File: config.mk
export PLATFORM = sky130hd
export DESIGN_NAME = uart_rx_cmd_ctrl_flat
export DESIGN_NICKNAME = d
export VERILOG_FILES = /design/src/rtl/uart_rx_cmd_ctrl_pkg.sv /design/src/rtl/uart_rx_cmd_ctrl_if.sv /design/src/rtl/uart_rx_cmd_ctrl_timeout_cnt.sv /design/src/rtl/uart_rx_cmd_ctrl.sv /design/src/flat_wrapper.sv
export SDC_FILE = /design/constraint.sdc
export NUM_CORES = 1
export LEC_CHECK = 0
export CAP_MARGIN = 20
export CORE_MARGIN = 2
export CORE_UTILIZATION = 32
export DETAILED_ROUTE_END_ITERATION = 8
export GPL_TIMING_DRIVEN = 0
export MAX_ROUTING_LAYER = met4
export SYNTH_ARGS = -nofsm -noshare
export SYNTH_HDL_FRONTEND = slang
export SYNTH_HIERARCHICAL = 1
export SYNTH_SLANG_ARGS = --single-unit
File: constraint.sdc
create_clock -name CLK -period 2.9 [get_ports CLK]
set_clock_uncertainty 0.1 [all_clocks]
set_input_delay 0.725 -clock CLK [delete_from_list [all_inputs] [get_ports CLK]]
set_output_delay 0.725 -clock CLK [all_outputs]
set_load 0.03 [all_outputs]
File: src/rtl/uart_rx_cmd_ctrl_pkg.sv
// Shared definitions for the UART command parser: command codes, FSM encoding
// and the fixed register-file slots that receive ALU operands.
package uart_rx_cmd_ctrl_pkg;

  localparam logic [7:0] CMD_RF_WR   = 8'hAA;
  localparam logic [7:0] CMD_RF_RD   = 8'hBB;
  localparam logic [7:0] CMD_ALU_OP  = 8'hCC;
  localparam logic [7:0] CMD_ALU_NOP = 8'hDD;

  localparam int OPA_ADDR = 0;
  localparam int OPB_ADDR = 1;

  typedef enum logic [2:0] {
    ST_IDLE,
    ST_WR_ADDR,
    ST_WR_DATA,
    ST_RD_ADDR,
    ST_ALU_OPA,
    ST_ALU_OPB,
    ST_ALU_FUN
  } state_e;

endpackage

File: src/rtl/uart_rx_cmd_ctrl_if.sv
// Byte stream in from UART_RX and register-file/ALU strobes out.
// slave = command parser, master = byte source / strobe consumer.
interface uart_rx_cmd_ctrl_if #(
  parameter int DATA_W = 8,
  parameter int ADDR_W = 4,
  parameter int FUN_W  = 4
);
  logic [DATA_W-1:0] RX_P_DATA;
  logic              RX_D_VLD;
  logic              RF_WrEn;
  logic              RF_RdEn;
  logic [ADDR_W-1:0] RF_Address;
  logic [DATA_W-1:0] RF_WrData;
  logic              ALU_EN;
  logic [FUN_W-1:0]  ALU_FUN;
  logic              BUSY;
  logic              CMD_ERR;

  modport master (
    output RX_P_DATA, RX_D_VLD,
    input  RF_WrEn, RF_RdEn, RF_Address, RF_WrData, ALU_EN, ALU_FUN, BUSY, CMD_ERR
  );

  modport slave (
    input  RX_P_DATA, RX_D_VLD,
    output RF_WrEn, RF_RdEn, RF_Address, RF_WrData, ALU_EN, ALU_FUN, BUSY, CMD_ERR
  );
endinterface

File: src/rtl/uart_rx_cmd_ctrl_timeout_cnt.sv
// Inter-byte idle counter: clears on each byte or when not busy, expires after
// TIMEOUT_CYCLES silent busy cycles. Only used when CMD_TIMEOUT_EN is defined.
module uart_cmd_timeout_cnt #(
  parameter int TIMEOUT_CYCLES = 2048
) (
  input  logic i_clk,
  input  logic i_rst_n,
  input  logic i_clr,
  input  logic i_en,
  output logic o_expire
);
  localparam int CW = (TIMEOUT_CYCLES > 2) ? $clog2(TIMEOUT_CYCLES) : 1;

  logic [CW-1:0] r_cnt;

  assign o_expire = i_en & ~i_clr & (r_cnt == CW'(TIMEOUT_CYCLES - 1));

  // Expiry also clears so the first IDLE cycle already sees a zero count
  always_ff @(posedge i_clk or negedge i_rst_n) begin
    if (!i_rst_n)                      r_cnt <= '0;
    else if (i_clr | ~i_en | o_expire) r_cnt <= '0;
    else                               r_cnt <= r_cnt + 1'b1;
  end
endmodule

File: src/rtl/uart_rx_cmd_ctrl.sv
// Parses UART command frames into single-cycle RF write/read and ALU strobes.
// Optional inter-byte timeout abort: define CMD_TIMEOUT_EN.
module uart_rx_cmd_ctrl
  import uart_rx_cmd_ctrl_pkg::*;
#(
  parameter int DATA_W         = 8,
  parameter int ADDR_W         = 4,
  parameter int FUN_W          = 4,
  parameter int TIMEOUT_CYCLES = 2048
) (
  input  logic               CLK,
  input  logic               RST,
  uart_rx_cmd_ctrl_if.slave  bus
);

  if (TIMEOUT_CYCLES < 2 || ADDR_W > DATA_W || FUN_W > DATA_W) begin : g_param_chk
    $error("uart_rx_cmd_ctrl: bad parameter combination");
  end

  state_e            r_state, w_next;
  logic [ADDR_W-1:0] r_addr, w_addr;
  logic [ADDR_W-1:0] r_rf_addr, w_rf_addr;
  logic [DATA_W-1:0] r_wr_data, w_wr_data;
  logic [FUN_W-1:0]  r_alu_fun, w_alu_fun;
  logic              r_wr_en, w_wr_en;
  logic              r_rd_en, w_rd_en;
  logic              r_alu_en, w_alu_en;
  logic              r_err, w_err;
  logic              r_busy;
  logic              w_vld;
  logic [DATA_W-1:0] w_byte;
  logic              w_expire;

  assign w_vld  = bus.RX_D_VLD;
  assign w_byte = bus.RX_P_DATA;

`ifdef CMD_TIMEOUT_EN
  uart_cmd_timeout_cnt #(.TIMEOUT_CYCLES(TIMEOUT_CYCLES)) u_timeout (
    .i_clk    (CLK),
    .i_rst_n  (RST),
    .i_clr    (w_vld),
    .i_en     (r_state != ST_IDLE),
    .o_expire (w_expire)
  );
`else
  assign w_expire = 1'b0;
`endif

  always_comb begin
    w_next    = r_state;
    w_addr    = r_addr;
    w_rf_addr = r_rf_addr;
    w_wr_data = r_wr_data;
    w_alu_fun = r_alu_fun;
    w_wr_en   = 1'b0;
    w_rd_en   = 1'b0;
    w_alu_en  = 1'b0;
    w_err     = 1'b0;
    if (w_vld) begin
      case (r_state)
        ST_IDLE: begin
          if      (w_byte == DATA_W'(CMD_RF_WR))   w_next = ST_WR_ADDR;
          else if (w_byte == DATA_W'(CMD_RF_RD))   w_next = ST_RD_ADDR;
          else if (w_byte == DATA_W'(CMD_ALU_OP))  w_next = ST_ALU_OPA;
          else if (w_byte == DATA_W'(CMD_ALU_NOP)) w_next = ST_ALU_FUN;
          else                                     w_err  = 1'b1;
        end
        ST_WR_ADDR: begin
          w_addr = w_byte[ADDR_W-1:0];
          w_next = ST_WR_DATA;
        end
        ST_WR_DATA: begin
          w_wr_en   = 1'b1;
          w_rf_addr = r_addr;
          w_wr_data = w_byte;
          w_next    = ST_IDLE;
        end
        ST_RD_ADDR: begin
          w_rd_en   = 1'b1;
          w_rf_addr = w_byte[ADDR_W-1:0];
          w_next    = ST_IDLE;
        end
        ST_ALU_OPA: begin
          w_wr_en   = 1'b1;
          w_rf_addr = ADDR_W'(OPA_ADDR);
          w_wr_data = w_byte;
          w_next    = ST_ALU_OPB;
        end
        ST_ALU_OPB: begin
          w_wr_en   = 1'b1;
          w_rf_addr = ADDR_W'(OPB_ADDR);
          w_wr_data = w_byte;
          w_next    = ST_ALU_FUN;
        end
        ST_ALU_FUN: begin
          w_alu_en  = 1'b1;
          w_alu_fun = w_byte[FUN_W-1:0];
          w_next    = ST_IDLE;
        end
        default: w_next = ST_IDLE;
      endcase
    end else if (w_expire) begin
      w_next = ST_IDLE;
      w_err  = 1'b1;
    end
  end

  always_ff @(posedge CLK or negedge RST) begin
    if (!RST) begin
      r_state   <= ST_IDLE;
      r_addr    <= '0;
      r_rf_addr <= '0;
      r_wr_data <= '0;
      r_alu_fun <= '0;
      r_wr_en   <= 1'b0;
      r_rd_en   <= 1'b0;
      r_alu_en  <= 1'b0;
      r_err     <= 1'b0;
      r_busy    <= 1'b0;
    end else begin
      r_state   <= w_next;
      r_addr    <= w_addr;
      r_rf_addr <= w_rf_addr;
      r_wr_data <= w_wr_data;
      r_alu_fun <= w_alu_fun;
      r_wr_en   <= w_wr_en;
      r_rd_en   <= w_rd_en;
      r_alu_en  <= w_alu_en;
      r_err     <= w_err;
      r_busy    <= (w_next != ST_IDLE);
    end
  end

  assign bus.RF_WrEn    = r_wr_en;
  assign bus.RF_RdEn    = r_rd_en;
  assign bus.RF_Address = r_rf_addr;
  assign bus.RF_WrData  = r_wr_data;
  assign bus.ALU_EN     = r_alu_en;
  assign bus.ALU_FUN    = r_alu_fun;
  assign bus.BUSY       = r_busy;
  assign bus.CMD_ERR    = r_err;

endmodule

File: src/flat_wrapper.sv
// flat-port wrapper written by rule: the top's interface ports become plain ports
module uart_rx_cmd_ctrl_flat import uart_rx_cmd_ctrl_pkg::*;
#(
  parameter int DATA_W         = 8,
  parameter int ADDR_W         = 4,
  parameter int FUN_W          = 4,
  parameter int TIMEOUT_CYCLES = 2048
)
  (CLK, RST, bus_RX_P_DATA, bus_RX_D_VLD, bus_RF_WrEn, bus_RF_RdEn, bus_RF_Address, bus_RF_WrData, bus_ALU_EN, bus_ALU_FUN, bus_BUSY, bus_CMD_ERR);
  uart_rx_cmd_ctrl_if #(.DATA_W(DATA_W), .ADDR_W(ADDR_W), .FUN_W(FUN_W)) bus_i ();
  input  logic CLK;
  input  logic RST;
  input wire logic [$bits(bus_i.RX_P_DATA)-1:0] bus_RX_P_DATA;
  input wire logic [$bits(bus_i.RX_D_VLD)-1:0] bus_RX_D_VLD;
  output wire logic [$bits(bus_i.RF_WrEn)-1:0] bus_RF_WrEn;
  output wire logic [$bits(bus_i.RF_RdEn)-1:0] bus_RF_RdEn;
  output wire logic [$bits(bus_i.RF_Address)-1:0] bus_RF_Address;
  output wire logic [$bits(bus_i.RF_WrData)-1:0] bus_RF_WrData;
  output wire logic [$bits(bus_i.ALU_EN)-1:0] bus_ALU_EN;
  output wire logic [$bits(bus_i.ALU_FUN)-1:0] bus_ALU_FUN;
  output wire logic [$bits(bus_i.BUSY)-1:0] bus_BUSY;
  output wire logic [$bits(bus_i.CMD_ERR)-1:0] bus_CMD_ERR;
  assign bus_i.RX_P_DATA = bus_RX_P_DATA;
  assign bus_i.RX_D_VLD = bus_RX_D_VLD;
  assign bus_RF_WrEn = bus_i.RF_WrEn;
  assign bus_RF_RdEn = bus_i.RF_RdEn;
  assign bus_RF_Address = bus_i.RF_Address;
  assign bus_RF_WrData = bus_i.RF_WrData;
  assign bus_ALU_EN = bus_i.ALU_EN;
  assign bus_ALU_FUN = bus_i.ALU_FUN;
  assign bus_BUSY = bus_i.BUSY;
  assign bus_CMD_ERR = bus_i.CMD_ERR;
  uart_rx_cmd_ctrl #(.DATA_W(DATA_W), .ADDR_W(ADDR_W), .FUN_W(FUN_W), .TIMEOUT_CYCLES(TIMEOUT_CYCLES)) u_core (.CLK(CLK), .RST(RST), .bus(bus_i));
endmodule
==> summary.md <==
| Metric | Value |
|---|---|
| DRC Markers | `0` |
| Initial antenna violation count | `0` |
| Critical Path RT | `2.97 ns` |
| Setup Buffers After CTS | `0` |
| Seq pwr share | `33.1%` |
| Fin worst setup slack | `0.618 ns` |
| Crit path DAT | `2.35 ns` |
| GRT Residual Overflow | `0` |
| Routed Antenna Nets | `0` |
| CTS Buf Count | `3` |
| TritonCTS clock tree | `done` |
| Minimum clock period | `2.28 ns` |
| Core region area | `3970 µm²` |
| First-pass GRT wire length | `4.51 mm` |
| Pleak | `0.000799 µW` |
| Crit Path Class | `primary input to flop` |
| Vias/cell | `5.03` |
| Reg-to-reg slack, setup | `1.15 ns` |
| RD Place Congestion | `0.786` |
| Slew HR | `60.4%` |
| Resized cells post-CTS | `0` |
| Pin count of the biggest net entering global routing | `19` |
| N_diodes | `0` |
| Most frequent cells in the layout | `31 x clkdlybuf4s50_1, 28 x dfrtp_1, 12 x mux2_2` |
| Multi-input gate area | `546 µm²` |
| Clock tree buffer depth | `2` |
| Reg clk slew, reported paths | `0.10 ns` |
| Hold Crit Class | `flop to flop` |
| PortBufs | `31` |
| Sw Share | `38.4%` |
| CP cell instances | `clkdlybuf4s50_1 -> inv_2 -> or4_4 -> buf_6 -> mux2_4` |
| CTS H-tree lvls | `1` |
| Least-Margin Pin Slew | `0.592 ns` |
| CTS root buf | `clkbuf_8` |
| Crit end category | `flop` |
| Clock network fraction of design power | `15.5%` |
| Unrepaired setup endpoints after global routing | `false` |
| GRT Overall Usage | `13.4%` |
| Internal power | `1220 µW` |
| Avg Inst Size Synth | `12.3 µm²` |
| Clock Latency Late Sink | `0.27 ns` |
| Syn_nets | `120` |
| Max incr delay on CP | `0.59 ns` |
| Peak VDD IR | `0.387 mV` |
| Pwr/cell area | `1110 nW/µm²` |
| Chip height | `68.1 µm` |
| Combinational share of power | `51.4%` |
| Syn. warnings | `6` |
| Total wire length | `2.76 mm` |
| Final setup vio count | `0` |
| Synth Instances | `107` |
| Setup total negative slack | `0 ns` |
| Number of global-route vias before repair | `929` |
| Fill cell total of the finished layout | `369` |
| Fin. max-slew vios | `0` |
| Status | `finished, final reports clean` |
| First-pass detailed-route iteration total | `4` |
| Max Cap Viol | `0` |
| Starting Density | `33.1%` |
| Netlist Area Pre-Place | `1310 µm²` |
| Nets | `157` |
| DR iter-0 viols | `39` |
| Share of cells above drive strength 1 | `22.4%` |
| Row cnt | `23` |
| CP max FO | `6` |
| Dpl ws | `0.335 ns` |
| Number of distinct library cells after synthesis | `39` |
| WL/cell | `14.3 µm` |
| Synthesis-to-layout area growth | `35.9%` |
| Fmax | `0.438 GHz` |
| P_sw | `763 µW` |
| Via Count | `970` |
| Cell at the slowest stage of the critical path | `clkdlybuf4s50_1` |
| Post-Route Utilization | `45.0%` |
| DP HPWL | `2.04 mm` |
| Tcrit/Tclk final | `78.7%` |
| Critical path launch point type | `primary input` |
| Sinks on Clock Net | `28` |
| Die Footprint | `4630 µm²` |
| Commonest non-fill, non-tap cell in the layout | `clkdlybuf4s50_1` |
| Ports | `32` |
| Storage element area | `701 µm²` |
| Yosys reg bits | `28` |
| Post-synthesis sequential area ratio | `53.3%` |
| Endpoints failing hold | `0` |
| CTS Hold Bufs | `0` |
| Die Wd | `68.1 µm` |
## Yosys cell counts
library cell | n | area share (%)
a21oi_1 | 6 | 2.3
a311oi_1 | 1 | 0.67
a32oi_1 | 1 | 0.67
a41oi_1 | 1 | 0.67
and2_1 | 1 | 0.48
and2b_2 | 1 | 0.67
and3_1 | 2 | 0.95
buf_1 | 1 | 0.29
buf_2 | 1 | 0.38
buf_6 | 2 | 1.7
clkbuf_1 | 1 | 0.29
dfrtp_1 | 28 | 53
ha_1 | 2 | 1.9
inv_1 | 5 | 1.4
inv_2 | 2 | 0.57
inv_4 | 1 | 0.48
mux2_2 | 12 | 10
mux2_4 | 4 | 4.6
mux2i_1 | 3 | 2.3
nand2_1 | 2 | 0.57
nand3_1 | 1 | 0.38
nand3b_1 | 1 | 0.57
nand4b_1 | 1 | 0.67
nand4bb_1 | 2 | 1.7
nor2_1 | 9 | 2.6
nor2b_1 | 3 | 1.4
nor3_1 | 1 | 0.38
nor4_1 | 1 | 0.48
nor4bb_1 | 1 | 0.76
o211ai_1 | 1 | 0.57
o21ai_0 | 1 | 0.38
o21ai_2 | 1 | 0.67
o221a_2 | 1 | 0.86
o31a_1 | 1 | 0.67
o31ai_1 | 1 | 0.57
o32ai_1 | 1 | 0.67
or4_2 | 1 | 0.67
or4_4 | 1 | 0.86
xnor2_1 | 1 | 0.67
## final cells by class
| type | count | area share, % |
|---|---|---|
| clock inverter | 1 | 1.68 |
| multi-input combinational | 66 | 30.6 |
| inverter | 8 | 1.82 |
| tap | 50 | 3.50 |
| clock buffer | 3 | 2.31 |
| sequential | 28 | 39.2 |
| timing repair buffer | 32 | 18.9 |
| buffer | 5 | 1.96 |
## power groups by stage
stage               clock network, µW  registers [µW]  logic [µW]
floorplan                           0             910         400
detailed placement                  0             666        1020
CTS                               316             658        1030
finish                            307             658        1020
global route                      330             680        1100
global placement                    0             659        1000
## registers in the layout, indices dropped and copies added (netlist names)
signal	cells
u_core/bus.RF_WrEn	1
u_core/bus.ALU_EN	1
u_core/bus.RF_RdEn	1
u_core/bus.CMD_ERR	1
u_core/bus.RF_WrData	8
u_core/bus.BUSY	1
u_core/bus.ALU_FUN	4
u_core/r_state	3
u_core/bus.RF_Address	4
u_core/r_addr	4
## logic make-up after synthesis
group,count (synthesis),synth area share (%)
xor gates and xnor gates,1,0.667
muxes,19,17.1
buffers and inverters,13,5.14
and+or+nand+nor,28,13.1
DFF,28,53.3
AOI/OAI and AO/OA,16,8.67
adders and majority gates,2,1.90
## worst paths after layout
kind	startpoint	to	cells after the start
setup / recovery	bus_RX_D_VLD	u_core/bus.ALU_FUN[3]	5
hold / removal	u_core/r_addr[3]	u_core/r_addr[3]	1
setup reg to reg	u_core/r_state[0]	u_core/bus.ALU_FUN[3]	4
hold reg to reg	u_core/r_addr[3]	u_core/r_addr[3]	1
max in group asynchronous	RST	u_core/r_addr[3]	2
min in group asynchronous	RST	u_core/bus.ALU_FUN[0]	1
## stage by stage
| step | instance area, µm² | instances | hold WS, ns | power (µW) |
|---|---|---|---|---|
| 2_1_floorplan | 1310 | 107 | 0.329 | 1310 |
| 3_3_place_gp | 1690 | 188 | 0.382 | 1660 |
| 3_5_place_dp | 1710 | 189 | 0.388 | 1690 |
| 4_1_cts | 1790 | 193 | 0.411 | 2000 |
| 5_1_grt | 1790 | 193 | 0.431 | 2110 |
| 6_report | 1790 | 193 | 0.404 | 1990 |
## critical path, delay by kind of cell
family,cells,cell delay [ns]
buffers and inverters,3,0.84
muxes,1,0.29
and+or+nand+nor,1,0.50
## routing by layer
metal	up-vias	track usage [%]	part of all wire, %
met2	35	19.8	46
li1	456	-	-
met3	6	2.30	5.8
met1	473	18.3	46
met5	-	-	0
met4	0	5.75	2.1
Note: power is estimated with default switching activity, not from simulation.
